File: config.mk
export PLATFORM = sky130hd
export DESIGN_NAME = ca_run_ctrl
export DESIGN_NICKNAME = d
export VERILOG_FILES = /design/src/rtl/ca_ctrl_pkg.sv /design/src/rtl/ca_vram_clear.sv /design/src/rtl/ca_run_ctrl.sv
export SDC_FILE = /design/constraint.sdc
export NUM_CORES = 1
export LEC_CHECK = 0
export ABC_CLOCK_PERIOD_IN_PS = 3330
export CORE_MARGIN = 2
export CORE_UTILIZATION = 32
export CTS_CLUSTER_SIZE = 14
export DETAILED_ROUTE_END_ITERATION = 6
export HOLD_SLACK_MARGIN = 0.03
export PLACE_DENSITY = 0.65
export SYNTH_ARGS = -nofsm -noshare
export SYNTH_HDL_FRONTEND = slang
export SYNTH_SLANG_ARGS = --single-unit
File: constraint.sdc
create_clock -name sys_clk -period 3.33 [get_ports sys_clk]
set_input_delay 0.8325 -clock sys_clk [delete_from_list [all_inputs] [get_ports sys_clk]]
set_output_delay 0.8325 -clock sys_clk [all_outputs]
set_load 0.02 [all_outputs]
File: src/rtl/ca_ctrl_pkg.sv
// Shared types and defaults for the cellular-automaton run controller.
package ca_ctrl_pkg;

  typedef enum logic [1:0] {
    IDLE  = 2'd0,
    CLEAR = 2'd1,
    RUN   = 2'd2,
    HOLD  = 2'd3
  } state_t;

  localparam int                    H_DISPLAY_DEF  = 640;
  localparam int                    V_DISPLAY_DEF  = 480;
  localparam int                    VRAM_SIZE      = H_DISPLAY_DEF * V_DISPLAY_DEF;
  localparam int                    AVN_DW_DEF     = 16;
  localparam logic [AVN_DW_DEF-1:0] CLEAR_DATA_DEF = '1;
  localparam logic [7:0]            RULE_INIT_DEF  = 8'd30;

  // Width of a counter whose largest value is terminal-1 (never narrower than 1 bit).
  function automatic int cnt_w(input int terminal);
    return (terminal > 1) ? $clog2(terminal) : 1;
  endfunction

endpackage

File: src/rtl/ca_vram_clear.sv
// Frame fill engine: writes FILL to addresses 0..DEPTH-1 over an Avalon write master.
module ca_vram_clear
  import ca_ctrl_pkg::*;
#(
  parameter int            AW    = 19,
  parameter int            DW    = AVN_DW_DEF,
  parameter int            DEPTH = VRAM_SIZE,
  parameter logic [DW-1:0] FILL  = CLEAR_DATA_DEF
) (
  input  logic          clk,
  input  logic          rst,
  input  logic          start,
  input  logic          waitrequest,
  output logic          write,
  output logic [AW-1:0] address,
  output logic [DW-1:0] writedata,
  output logic          done
);

  localparam int            CW   = cnt_w(DEPTH);
  localparam logic [CW-1:0] LAST = CW'(DEPTH - 1);

  logic          active;
  logic          restart;
  logic [CW-1:0] addr;
  logic          accept;

  assign accept    = active & ~waitrequest;
  assign done      = accept & (addr == LAST) & ~restart & ~start;
  assign write     = active;
  assign address   = AW'(addr);
  assign writedata = FILL;

  // A restart requested while a write is stalled is parked until that write is accepted,
  // so the address presented to the slave never changes under waitrequest.
  always_ff @(posedge clk or posedge rst) begin
    if (rst) begin
      active  <= 1'b0;
      restart <= 1'b0;
      addr    <= '0;
    end else if (!active) begin
      if (start) begin
        active  <= 1'b1;
        restart <= 1'b0;
        addr    <= '0;
      end
    end else if (accept) begin
      if (restart || start) begin
        addr    <= '0;
        restart <= 1'b0;
      end else if (addr == LAST) begin
        addr   <= '0;
        active <= 1'b0;
      end else begin
        addr <= addr + 1'b1;
      end
    end else if (start) begin
      restart <= 1'b1;
    end
  end

endmodule

File: src/rtl/ca_run_ctrl.sv
// Sequencer and VRAM arbiter: clear frame, run CA core, dwell, optionally advance rule.
module ca_run_ctrl
  import ca_ctrl_pkg::*;
#(
  parameter int                AVN_AW      = 19,
  parameter int                AVN_DW      = AVN_DW_DEF,
  parameter int                H_DISPLAY   = H_DISPLAY_DEF,
  parameter int                V_DISPLAY   = V_DISPLAY_DEF,
  parameter int                RUN_WRITES  = H_DISPLAY * V_DISPLAY - 1,
  parameter int                HOLD_CYCLES = 50_000_000,
  parameter logic [7:0]        RULE_INIT   = RULE_INIT_DEF,
  parameter logic [AVN_DW-1:0] CLEAR_DATA  = {AVN_DW{1'b1}}
) (
  input  logic              sys_clk,
  input  logic              sys_rst,
  input  logic              start,
  input  logic              auto_en,
  input  logic              rule_load,
  input  logic [7:0]        rule_in,
  output logic [7:0]        ca_rule,
  output logic              core_rst,
  input  logic              core_avn_write,
  input  logic [AVN_AW-1:0] core_avn_address,
  input  logic [AVN_DW-1:0] core_avn_writedata,
  output logic              core_avn_waitrequest,
  output logic              vram_avn_write,
  output logic [AVN_AW-1:0] vram_avn_address,
  output logic [AVN_DW-1:0] vram_avn_writedata,
  input  logic              vram_avn_waitrequest,
  output logic              busy,
  output logic              gen_done
);

  localparam int            RW        = cnt_w(RUN_WRITES);
  localparam int            HW        = cnt_w(HOLD_CYCLES);
  localparam logic [RW-1:0] RUN_LAST  = RW'(RUN_WRITES - 1);
  localparam logic [HW-1:0] HOLD_LAST = HW'(HOLD_CYCLES - 1);

  state_t          state;
  logic [RW-1:0]   run_cnt;
  logic [HW-1:0]   hold_cnt;
  logic [7:0]      rule_pend;
  logic            load_flag;
  logic            start_pend;

  logic              clr_start;
  logic              clr_write;
  logic [AVN_AW-1:0] clr_address;
  logic [AVN_DW-1:0] clr_writedata;
  logic              clr_done;

  logic run_acc, run_last, stall, req, hold_exp, go_clear, advance;

  ca_vram_clear #(
    .AW    (AVN_AW),
    .DW    (AVN_DW),
    .DEPTH (H_DISPLAY * V_DISPLAY),
    .FILL  (CLEAR_DATA)
  ) u_clear (
    .clk         (sys_clk),
    .rst         (sys_rst),
    .start       (clr_start),
    .waitrequest (vram_avn_waitrequest),
    .write       (clr_write),
    .address     (clr_address),
    .writedata   (clr_writedata),
    .done        (clr_done)
  );

  // VRAM belongs to the core only while running; otherwise the fill engine drives it.
  always_comb begin
    if (state == RUN) begin
      vram_avn_write       = core_avn_write;
      vram_avn_address     = core_avn_address;
      vram_avn_writedata   = core_avn_writedata;
      core_avn_waitrequest = vram_avn_waitrequest;
    end else begin
      vram_avn_write       = clr_write;
      vram_avn_address     = clr_address;
      vram_avn_writedata   = clr_writedata;
      core_avn_waitrequest = 1'b1;
    end
  end

  always_comb begin
    run_acc  = (state == RUN) & core_avn_write & ~vram_avn_waitrequest;
    run_last = run_acc & (run_cnt == RUN_LAST);
    stall    = vram_avn_write & vram_avn_waitrequest;
    req      = start | start_pend;
    hold_exp = (hold_cnt == HOLD_LAST);
    go_clear = 1'b0;
    advance  = 1'b0;
    case (state)
      IDLE:    go_clear = start;
      RUN:     go_clear = req & ~run_last & ~stall;
      HOLD: begin
        go_clear = req | (hold_exp & auto_en);
        advance  = ~req & hold_exp & auto_en;
      end
      default: go_clear = 1'b0;
    endcase
    clr_start = go_clear | ((state == CLEAR) & start);
  end

  assign busy = (state != IDLE);

  always_ff @(posedge sys_clk or posedge sys_rst) begin
    if (sys_rst) begin
      state      <= IDLE;
      ca_rule    <= RULE_INIT;
      core_rst   <= 1'b1;
      gen_done   <= 1'b0;
      run_cnt    <= '0;
      hold_cnt   <= '0;
      rule_pend  <= 8'd0;
      load_flag  <= 1'b0;
      start_pend <= 1'b0;
    end else begin
      gen_done <= 1'b0;

      // A load coinciding with CLEAR entry stays pending for the following entry.
      if (go_clear) begin
        ca_rule <= load_flag ? rule_pend : (advance ? ca_rule + 8'd1 : ca_rule);
        if (!rule_load) load_flag <= 1'b0;
      end
      if (rule_load) begin
        rule_pend <= rule_in;
        load_flag <= 1'b1;
      end

      if (go_clear)                      start_pend <= 1'b0;
      else if ((state == RUN) && start)  start_pend <= 1'b1;

      case (state)
        IDLE: begin
          core_rst <= 1'b1;
          if (go_clear) state <= CLEAR;
        end
        CLEAR: begin
          core_rst <= 1'b1;
          if (clr_done) begin
            state    <= RUN;
            core_rst <= 1'b0;
          end
        end
        RUN: begin
          if (run_last) begin
            state    <= HOLD;
            gen_done <= 1'b1;
            core_rst <= 1'b1;
            run_cnt  <= '0;
          end else if (go_clear) begin
            state    <= CLEAR;
            core_rst <= 1'b1;
            run_cnt  <= '0;
          end else if (run_acc) begin
            run_cnt <= run_cnt + 1'b1;
          end
        end
        HOLD: begin
          core_rst <= 1'b1;
          if (go_clear) begin
            state    <= CLEAR;
            hold_cnt <= '0;
          end else if (hold_exp) begin
            state    <= IDLE;
            hold_cnt <= '0;
          end else begin
            hold_cnt <= hold_cnt + 1'b1;
          end
        end
        default: state <= IDLE;
      endcase
    end
  end

endmodule

# ---- Word-level counts from Yosys, hierarchy flattened
# Index checks and enable logic that the tools add are counted.
# W data, S select, Z words.
dict set report totals {
  wordCells 110
  register_bits 88
  input_bits 50
  out_inout_bits 48
}
dict set report classes {
  muxes 44
  n_reduce_logical 16
  add_sub_neg 4
  n_eq_ne 11
  bitwise_logic 23
}
# op n
set ops {}
lappend ops {{$mux W19} 9}
lappend ops {{$mux W26} 2}
lappend ops {{$add A19 B1 Y19 const B} 2}
lappend ops {{$eq A19 B19 Y1 const B} 2}
lappend ops {{$add A26 B1 Y26 const B} 1}
lappend ops {{$eq A26 B26 Y1 const B} 1}
lappend ops {{$mux W1} 22}
lappend ops {{$mux W16} 1}
lappend ops {{$mux W8} 2}
lappend ops {{$and A1 B1 Y1} 14}
lappend ops {{$reduce_bool A2 Y1} 6}
lappend ops {{$mux W2} 5}
lappend ops {{$ne A3 B3 Y1 const B} 3}
lappend ops {{$add A8 B1 Y8 const B} 1}
lappend ops {{$pmux W2 S4} 1}
lappend ops {{$reduce_and A2 Y1} 4}
lappend ops {{$not A1 Y1} 6}
lappend ops {{$pmux W1 S3} 2}
lappend ops {{$eq A2 B2 Y1 const B} 2}
lappend ops {{$ne A2 B2 Y1 const B} 2}
lappend ops {{$or A1 B1 Y1} 3}
lappend ops {{$reduce_and A3 Y1} 1}
lappend ops {{$reduce_bool A3 Y1} 1}
lappend ops {{$eq A2 B1 Y1 const B} 1}
lappend ops {{4 further kinds} 4}

# ---- Depth between registers and ports, before layout
# Gate-level depths: netlist (run 1).
dict set report depth {
  ltp_word 13
  depth_mapped 10
}

# ---- Hierarchy
# A second synthesis (run 1) with hierarchy kept.
dict set report unflattened {
  hier_cells 684
  hier_area_um2 5639.2
}
# module cells_per_inst seq_area_each_um2 n_inst area_per_inst_um2
set by_module_without_submodules {}
lappend by_module_without_submodules {ca_run_ctrl 534 1682.9 1 4292.9}
lappend by_module_without_submodules {ca_vram_clear 150 525.5 1 1346.3}

# ---- Worst setup path before layout (run 1)
# No wires, ideal clock.
dict set report synth_path {
  kind {register to register}
  startpoint {register hold_cnt[9]}
  endpoint {register u_clear.addr[7], in the netlist u_clear.address[7]}
  slack_ns 0.511
  path_stages_with_launch 9
  arrival_time_ns 2.693
  synth_period_minus_slack_ns 2.819
  path_buffers 2
  t_required_ns 3.204
  cell_sequence {dfrtp_1 -> or4b_1 -> or4b_4 -> o31ai_4 -> a21oi_2 -> o21a_1 -> buf_4 -> buf_6 -> a221o_1}
}
dict set report synth_via {
  elab_chain_len 9
}
# item line
set synth_rtl {}
lappend synth_rtl {{start, declared} ca_run_ctrl.sv:41} ;# logic [HW-1:0] hold_cnt;
lappend synth_rtl {{start signal, assigned} ca_run_ctrl.sv:169} ;# hold_cnt <= hold_cnt + 1'b1;
lappend synth_rtl {{$eq A26 B26 Y1 *} ca_run_ctrl.sv:90} ;# hold_exp = (hold_cnt == HOLD_LAST);
lappend synth_rtl {{$and A1 B1 Y1 *} ca_run_ctrl.sv:97} ;# go_clear = req | (hold_exp & auto_en);
lappend synth_rtl {{$or A1 B1 Y1 *} ca_run_ctrl.sv:97}
lappend synth_rtl {{$pmux W1 S3 *} ca_run_ctrl.sv:93} ;# case (state)
lappend synth_rtl {{$or A1 B1 Y1 *} ca_run_ctrl.sv:102} ;# clr_start = go_clear | ((state == CLEAR) & start);
lappend synth_rtl {{$logic_or A1 B1 Y1} ca_vram_clear.sv:48} ;# if (restart || start) begin
lappend synth_rtl {{$mux W19} ca_vram_clear.sv:48}
lappend synth_rtl {{$mux W19} ca_vram_clear.sv:47} ;# end else if (accept) begin
lappend synth_rtl {{$mux W19} ca_vram_clear.sv:41} ;# end else if (!active) begin
lappend synth_rtl {{end signal, assigned} ca_vram_clear.sv:55} ;# addr <= addr + 1'b1;
lappend synth_rtl {{end, declared} ca_vram_clear.sv:25} ;# logic [CW-1:0] addr;
# Mark *: on every way between the ends. The rest lies on a longest branch, timed or not. The select of a mux whose other input is x is not followed.
# A chain may end at the register's enable or synchronous reset.

# ---- Worst setup path after layout (run 1)
dict set report layout_path {
  startpoint {register state[1]}
  endpoint {output port vram_avn_write}
}
dict set report layout_via {
  elab_chain_len 2
}
# item line
set layout_rtl {}
lappend layout_rtl {{start, declared} ca_run_ctrl.sv:39} ;# state_t state;
lappend layout_rtl {{start signal, assigned} ca_run_ctrl.sv:109} ;# state <= IDLE;
lappend layout_rtl {{start signal, assigned} ca_run_ctrl.sv:137} ;# if (go_clear) state <= CLEAR;
lappend layout_rtl {{start signal, assigned} ca_run_ctrl.sv:142} ;# state <= RUN;
lappend layout_rtl {{$eq A2 B2 Y1} ca_run_ctrl.sv:72} ;# if (state == RUN) begin
lappend layout_rtl {{$mux W1} ca_run_ctrl.sv:72}
lappend layout_rtl {{end, declared} ca_run_ctrl.sv:26} ;# output logic vram_avn_write,
# No other way between the ends.

==> flow_summary.json, run 1 <==
{
  "fin_skew_ns": 0.0133,
  "final_area_um2": 6800,
  "ys_seq_area_frac": 0.422,
  "grt_max_degree": 42,
  "irDropWorstVdd_mv": 0.266,
  "status": "finished, final reports clean",
  "cts_tree": "built",
  "cts-root-buf": "clkbuf_16",
  "antenna_left": 0,
  "drive_above_1_share": 0.0840,
  "finalMaxSlewViolations": 0,
  "fin_crit_ns": 3.06,
  "drc": 0,
  "ys_async_sr_fraction": 1.00,
  "power_density_nw_per_um2": 400,
  "cts_buffers": 9,
  "netlist_instances": 609,
  "cp.required_ns": 2.50,
  "drt_iter0_drc": 294,
  "nNetsFinal": 764,
  "setup_violations": 0,
  "synth_warnings": 0,
  "rows": 46,
  "insertion_delay_ns": 0.35,
  "cp_max_fo": 29,
  "synth.ff_latch_count": 88,
  "syn_to_final_growth_pct": 29.9,
  "die_w_um": 132,
  "routabilityCongestion": 0.843,
  "end_kind": "output port",
  "drv_cap": 0,
  "diodes": 0,
  "viasPerCell": 5.10,
  "track_usage": 0.155,
  "syn_area_um2": 5240,
  "syn-num-nets": 664,
  "final_hold_viol_count": 0,
  "rsz0062_at_grt": "false",
  "postCtsSetupBuffers": 0,
  "final_cell_mix": "nand2_1 (107), clkdlybuf4s50_1 (97), dfrtp_1 (83)",
  "first_pass_iters": 4,
  "fin_crit_sh": 0.920,
  "die_area_um2": 17400,
  "routed_wl_um": 13200,
  "worst_pin_slew_ns": 0.731,
  "gr-total-overflow": 0,
  "leakage_nw": 2.76,
  "ys.flop_type": "dfrtp_1",
  "vias": 4740,
  "clk_pin_slew_ns": 0.06,
  "synth_edf_count": 0,
  "start_util": 0.328,
  "dp_slack_ns": -0.00885,
  "clockBufferDepth": 2,
  "grt_pass1_wl_um": 22500,
  "grt_pass1_vias": 4550,
  "postSynthAreaPerCell_um2": 8.60,
  "antenna_found_initial": 0,
  "final_cell_count_no_fill": 930,
  "postPlaceCellArea_um2": 6520,
  "hold_buffers": 0,
  "startpoint_type": "register",
  "rrSetupSlack_ns": 0.42,
  "htree_levels": 3,
  "totalPowerFinal_mw": 2.72,
  "dp_hpwl_um": 9540,
  "core_region_area_um2": 15900,
  "final_common_cell": "nand2_1",
  "worstSetupPathType": "reg2out",
  "arrival_ns": 2.23,
  "placed_cells": 914,
  "io_buffers": 97,
  "io_pins": 98,
  "cts_sinks": 88,
  "die_h_um": 132,
  "post_drt_wl_per_cell_um": 14.2,
  "ctsResizeCount": 0,
  "fmax_mhz": 326,
  "hold_path.class": "reg2reg",
  "yosysUniqueCellTypes": 62,
  "fin_ws_ns": 0.266,
  "slew_headroom": 0.508
}
-- layer usage --
metal  wire length (µm)  GRT usage
met2               6160      0.242
met5                  0          0
met4                208     0.0477
met3                591     0.0315
met1               6270      0.215
-- path summary, 6_finish.rpt --
path / depth (start not counted) / to / start
worst max-delay path: 5 / vram_avn_write / state[1]
worst min-delay path: 2 / ca_rule[2] / ca_rule[2]
worst max register to register: 6 / u_clear.address[15] / hold_cnt[9]
worst min register to register: 2 / ca_rule[2] / ca_rule[2]
max in group asynchronous: 3 / core_rst / sys_rst
min in group asynchronous: 2 / rule_pend[1] / sys_rst
-- through the flow --
stage | hold slack, ns | utilization | setup TNS (ns)
6_report | 0.505 | 0.426 | 0
5_1_grt | 0.530 | 0.426 | 0
4_1_cts | 0.509 | 0.426 | 0
3_5_place_dp | 0.495 | 0.409 | -0.0123
3_3_place_gp | 0.489 | 0.409 | 0
2_1_floorplan | 0.475 | - | 0
-- layout make-up --
class                   instances  area (µm²)
clock buffers                  12         246
clock inverters                 4        30.0
fillers                      1632        9140
inverters                      15        57.6
multi-input cells             477        2830
flip-flops and latches         88        2210
well taps                     216         270
repair buffers                118        1150
-- cell families after synthesis --
group	count (synthesis)	synth area share
XOR/XNOR	35	0.0586
adder cells (fa/ha/maj)	5	0.0120
flip-flops	88	0.422
AO/OA/AOI/OAI	91	0.134
multiplexers	11	0.0229
buffers and inverters	44	0.0385
AND/OR/NAND/NOR	335	0.312
-- report_power, final --
part / switching, mW / internal (mW)
clock network: 0.422 / 0.528
registers: 0.106 / 1.17
logic: 0.240 / 0.255
total: 0.767 / 1.95
-- cells in the mapped netlist, drive strengths merged, types with 3 or more instances --
cell      n  share of area
o211ai    3         0.0079
and4      5         0.0084
nor4     13          0.017
or2       3         0.0036
dfstp     5          0.025
buf       9          0.013
nor2b     4         0.0048
xnor2    16          0.027
mux2i     3         0.0057
a221o    15          0.029
a21o      5         0.0072
clkbuf   20          0.014
nand3    32          0.031
a21oi     7         0.0074
ha        5          0.012
or3       6         0.0072
nor2     77          0.055
o21ai    26          0.025
nor3     17          0.016
inv      15          0.011
nand2b   19          0.023
mux2      8          0.017
nand4    22          0.026
xor2     19          0.032
and3     13          0.016
o21bai    3         0.0043
a211oi    4         0.0057
dfrtp    83           0.40
a22o      3         0.0050
and2      3         0.0036
nor4b     4         0.0067
o31ai     6          0.011
nand2   107          0.077
-- worst max-delay path, stage by stage (launching register included) --
cell	delay, ns
dfrtp_1	0.54
nor2b_4	0.22
buf_4	0.32
nand2_1	0.10
nand2_1	0.07
clkdlybuf4s50_1	0.64
-- state kept, by name, indices dropped and copies added, names as in the netlist --
name	flops
hold_cnt	26
start_pend	1
load_flag	1
u_clear.write	1
u_clear.address	19
u_clear.restart	1
ca_rule	8
state	2
run_cnt	19
gen_done	1
core_rst	1
rule_pend	8
No activity file was read; power rests on OpenSTA's default activity.
==> run 2, diff against run 1 <==
- CORE_ASPECT_RATIO: unset -> 0.7
==> run 2 against run 1 <==
Critical path type is now in2out. Final area rose by 0.86%. Highest routed layer unchanged. Total power is 2.4% higher. Core utilization is 0.19 points lower. Largest cell class unchanged.
==> flow_summary.json, run 2 (synthesis results as in run 1) <==
{
  "status": "finished, final reports clean",
  "p_sw_mw": 0.769,
  "dp_hpwl_um": 9670,
  "post_drt_wl_per_cell_um": 14.4,
  "postCtsSetupBuffers": 0,
  "routabilityCongestion": 0.815,
  "rsz0062_at_grt": "false",
  "htree_levels": 3,
  "power_density_nw_per_um2": 406,
  "drv_cap": 0,
  "use_met1": 0.246,
  "setup_violations": 0,
  "fmax_mhz": 332,
  "crit_path_max_incr_delay_ns": 0.61,
  "cts_tree": "built",
  "die_h_um": 111,
  "drc": 0,
  "die_w_um": 157,
  "slew_headroom": 0.533,
  "antenna_found_initial": 0,
  "grt_pass1_vias": 4450,
  "io_pins": 98,
  "use_met2": 0.236,
  "nNetsFinal": 766,
  "ctsResizeCount": 0,
  "first_pass_iters": 4,
  "antenna_left": 0,
  "drive_above_1_share": 0.0852,
  "largest_reg_flops": 26,
  "pwr-share-seq": 0.457,
  "io_buffers": 97,
  "cp_max_fo": 6,
  "tns_ns": 0,
  "die_area_um2": 17400,
  "clockBufferDepth": 2,
  "drt_iter0_drc": 451,
  "leakage_nw": 2.79,
  "final_cell_mix": "nand2_1 (107), clkdlybuf4s50_1 (97), dfrtp_1 (83)",
  "cp.required_ns": 2.50,
  "top_register": "hold_cnt",
  "end_kind": "output port",
  "arrival_ns": 2.18,
  "track_usage": 0.160,
  "hold_buffers": 0,
  "fin_crit_ns": 3.02,
  "routed_wl_um": 13500,
  "diodes": 0,
  "clk_pin_slew_ns": 0.06,
  "gr-total-overflow": 0,
  "core_region_area_um2": 16200,
  "timing.hold.ws_ns": 0.505,
  "worstSetupPathType": "in2out",
  "start_util": 0.324,
  "swShare": 0.277,
  "hold_path.class": "reg2reg",
  "top_usage_layer": "met1",
  "fin_skew_ns": 0.00667,
  "viasPerCell": 5.06,
  "pwr-share-comb": 0.187,
  "cts_sinks": 88,
  "slowest_stage": "clkdlybuf4s50_1",
  "grt_max_degree": 47,
  "rows": 39,
  "grtUsageMet3": 0.0309,
  "finalMaxSlewViolations": 0,
  "path_cells": "clkdlybuf4s50_1 -> nand2_1 -> nand2_1 -> clkdlybuf4s50_1",
  "final_hold_viol_count": 0,
  "startpoint_type": "input port",
  "insertion_delay_ns": 0.33,
  "irDropWorstVdd_mv": 0.300,
  "syn_to_final_growth_pct": 31.0,
  "fin_crit_sh": 0.906,
  "cts-root-buf": "clkbuf_16",
  "worst_pin_slew_ns": 0.694,
  "cts_buffers": 9,
  "grt_pass1_wl_um": 22700,
  "final_common_cell": "nand2_1",
  "clockPowerShare": 0.356,
  "p_int_mw": 2.01,
  "vias": 4761
}
run 2: cell count changes in the layout (fill, tap and decap cells not counted), sizes merged:
cell,change
buf,+2
bufinv,+1
clkinv,-1
run 2: power groups by stage:
| stage | combinational, mW | sequential (mW) | clock (mW) |
|---|---|---|---|
| floorplan | 0.221 | 1.32 | 0 |
| global placement | 0.514 | 1.29 | 0 |
| detailed placement | 0.521 | 1.29 | 0 |
| CTS | 0.525 | 1.27 | 1.02 |
| global route | 0.568 | 1.29 | 1.06 |
| finish | 0.521 | 1.27 | 0.990 |
run 2: worst max-delay path: cells and delay by family:
kind	cells	cell delay, ns
buffers and inverters	2	1.21
and+or+nand+nor	2	0.14
run 2: final timing paths:
| check | start | cells after the start | endpoint | slack (ns) |
|---|---|---|---|---|
| setup / recovery | core_avn_write | 4 | vram_avn_write | 0.31 |
| hold / removal | rule_pend[0] | 1 | rule_pend[0] | 0.50 |
| setup reg to reg | hold_cnt[9] | 6 | u_clear.address[7] | 0.46 |
| hold reg to reg | rule_pend[0] | 1 | rule_pend[0] | 0.50 |
| max in group asynchronous | sys_rst | 3 | ca_rule[3] | 1.86 |
| min in group asynchronous | sys_rst | 2 | rule_pend[2] | 0.79 |
run 2: final cells by class:
cell class / count / area [µm²]
fillers: 1618 / 9290
flip-flops and latches: 88 / 2210
well taps: 225 / 282
repair buffers: 120 / 1190
multi-input cells: 477 / 2830
inverters: 15 / 57.6
clock buffers: 12 / 236
clock inverters: 4 / 47.5
run 2: metal layers:
metal,wire [µm],part of all wire
met4,61,0.0045
met1,7090,0.52
met2,5770,0.43
met3,607,0.045
met5,0,0
run 2: per-stage QoR:
stage          instances  cell area (µm²)  setup WS [ns]  total power [mW]  utilization
3_5_place_dp         925             6570         0.0875              1.81        0.407
5_1_grt              941             6860          0.244              2.92        0.425
4_1_cts              941             6860          0.318              2.81        0.425
6_report             941             6860          0.314              2.78        0.425
2_1_floorplan        609             5240          0.227              1.54            -
3_3_place_gp         925             6570         0.0993              1.80        0.407
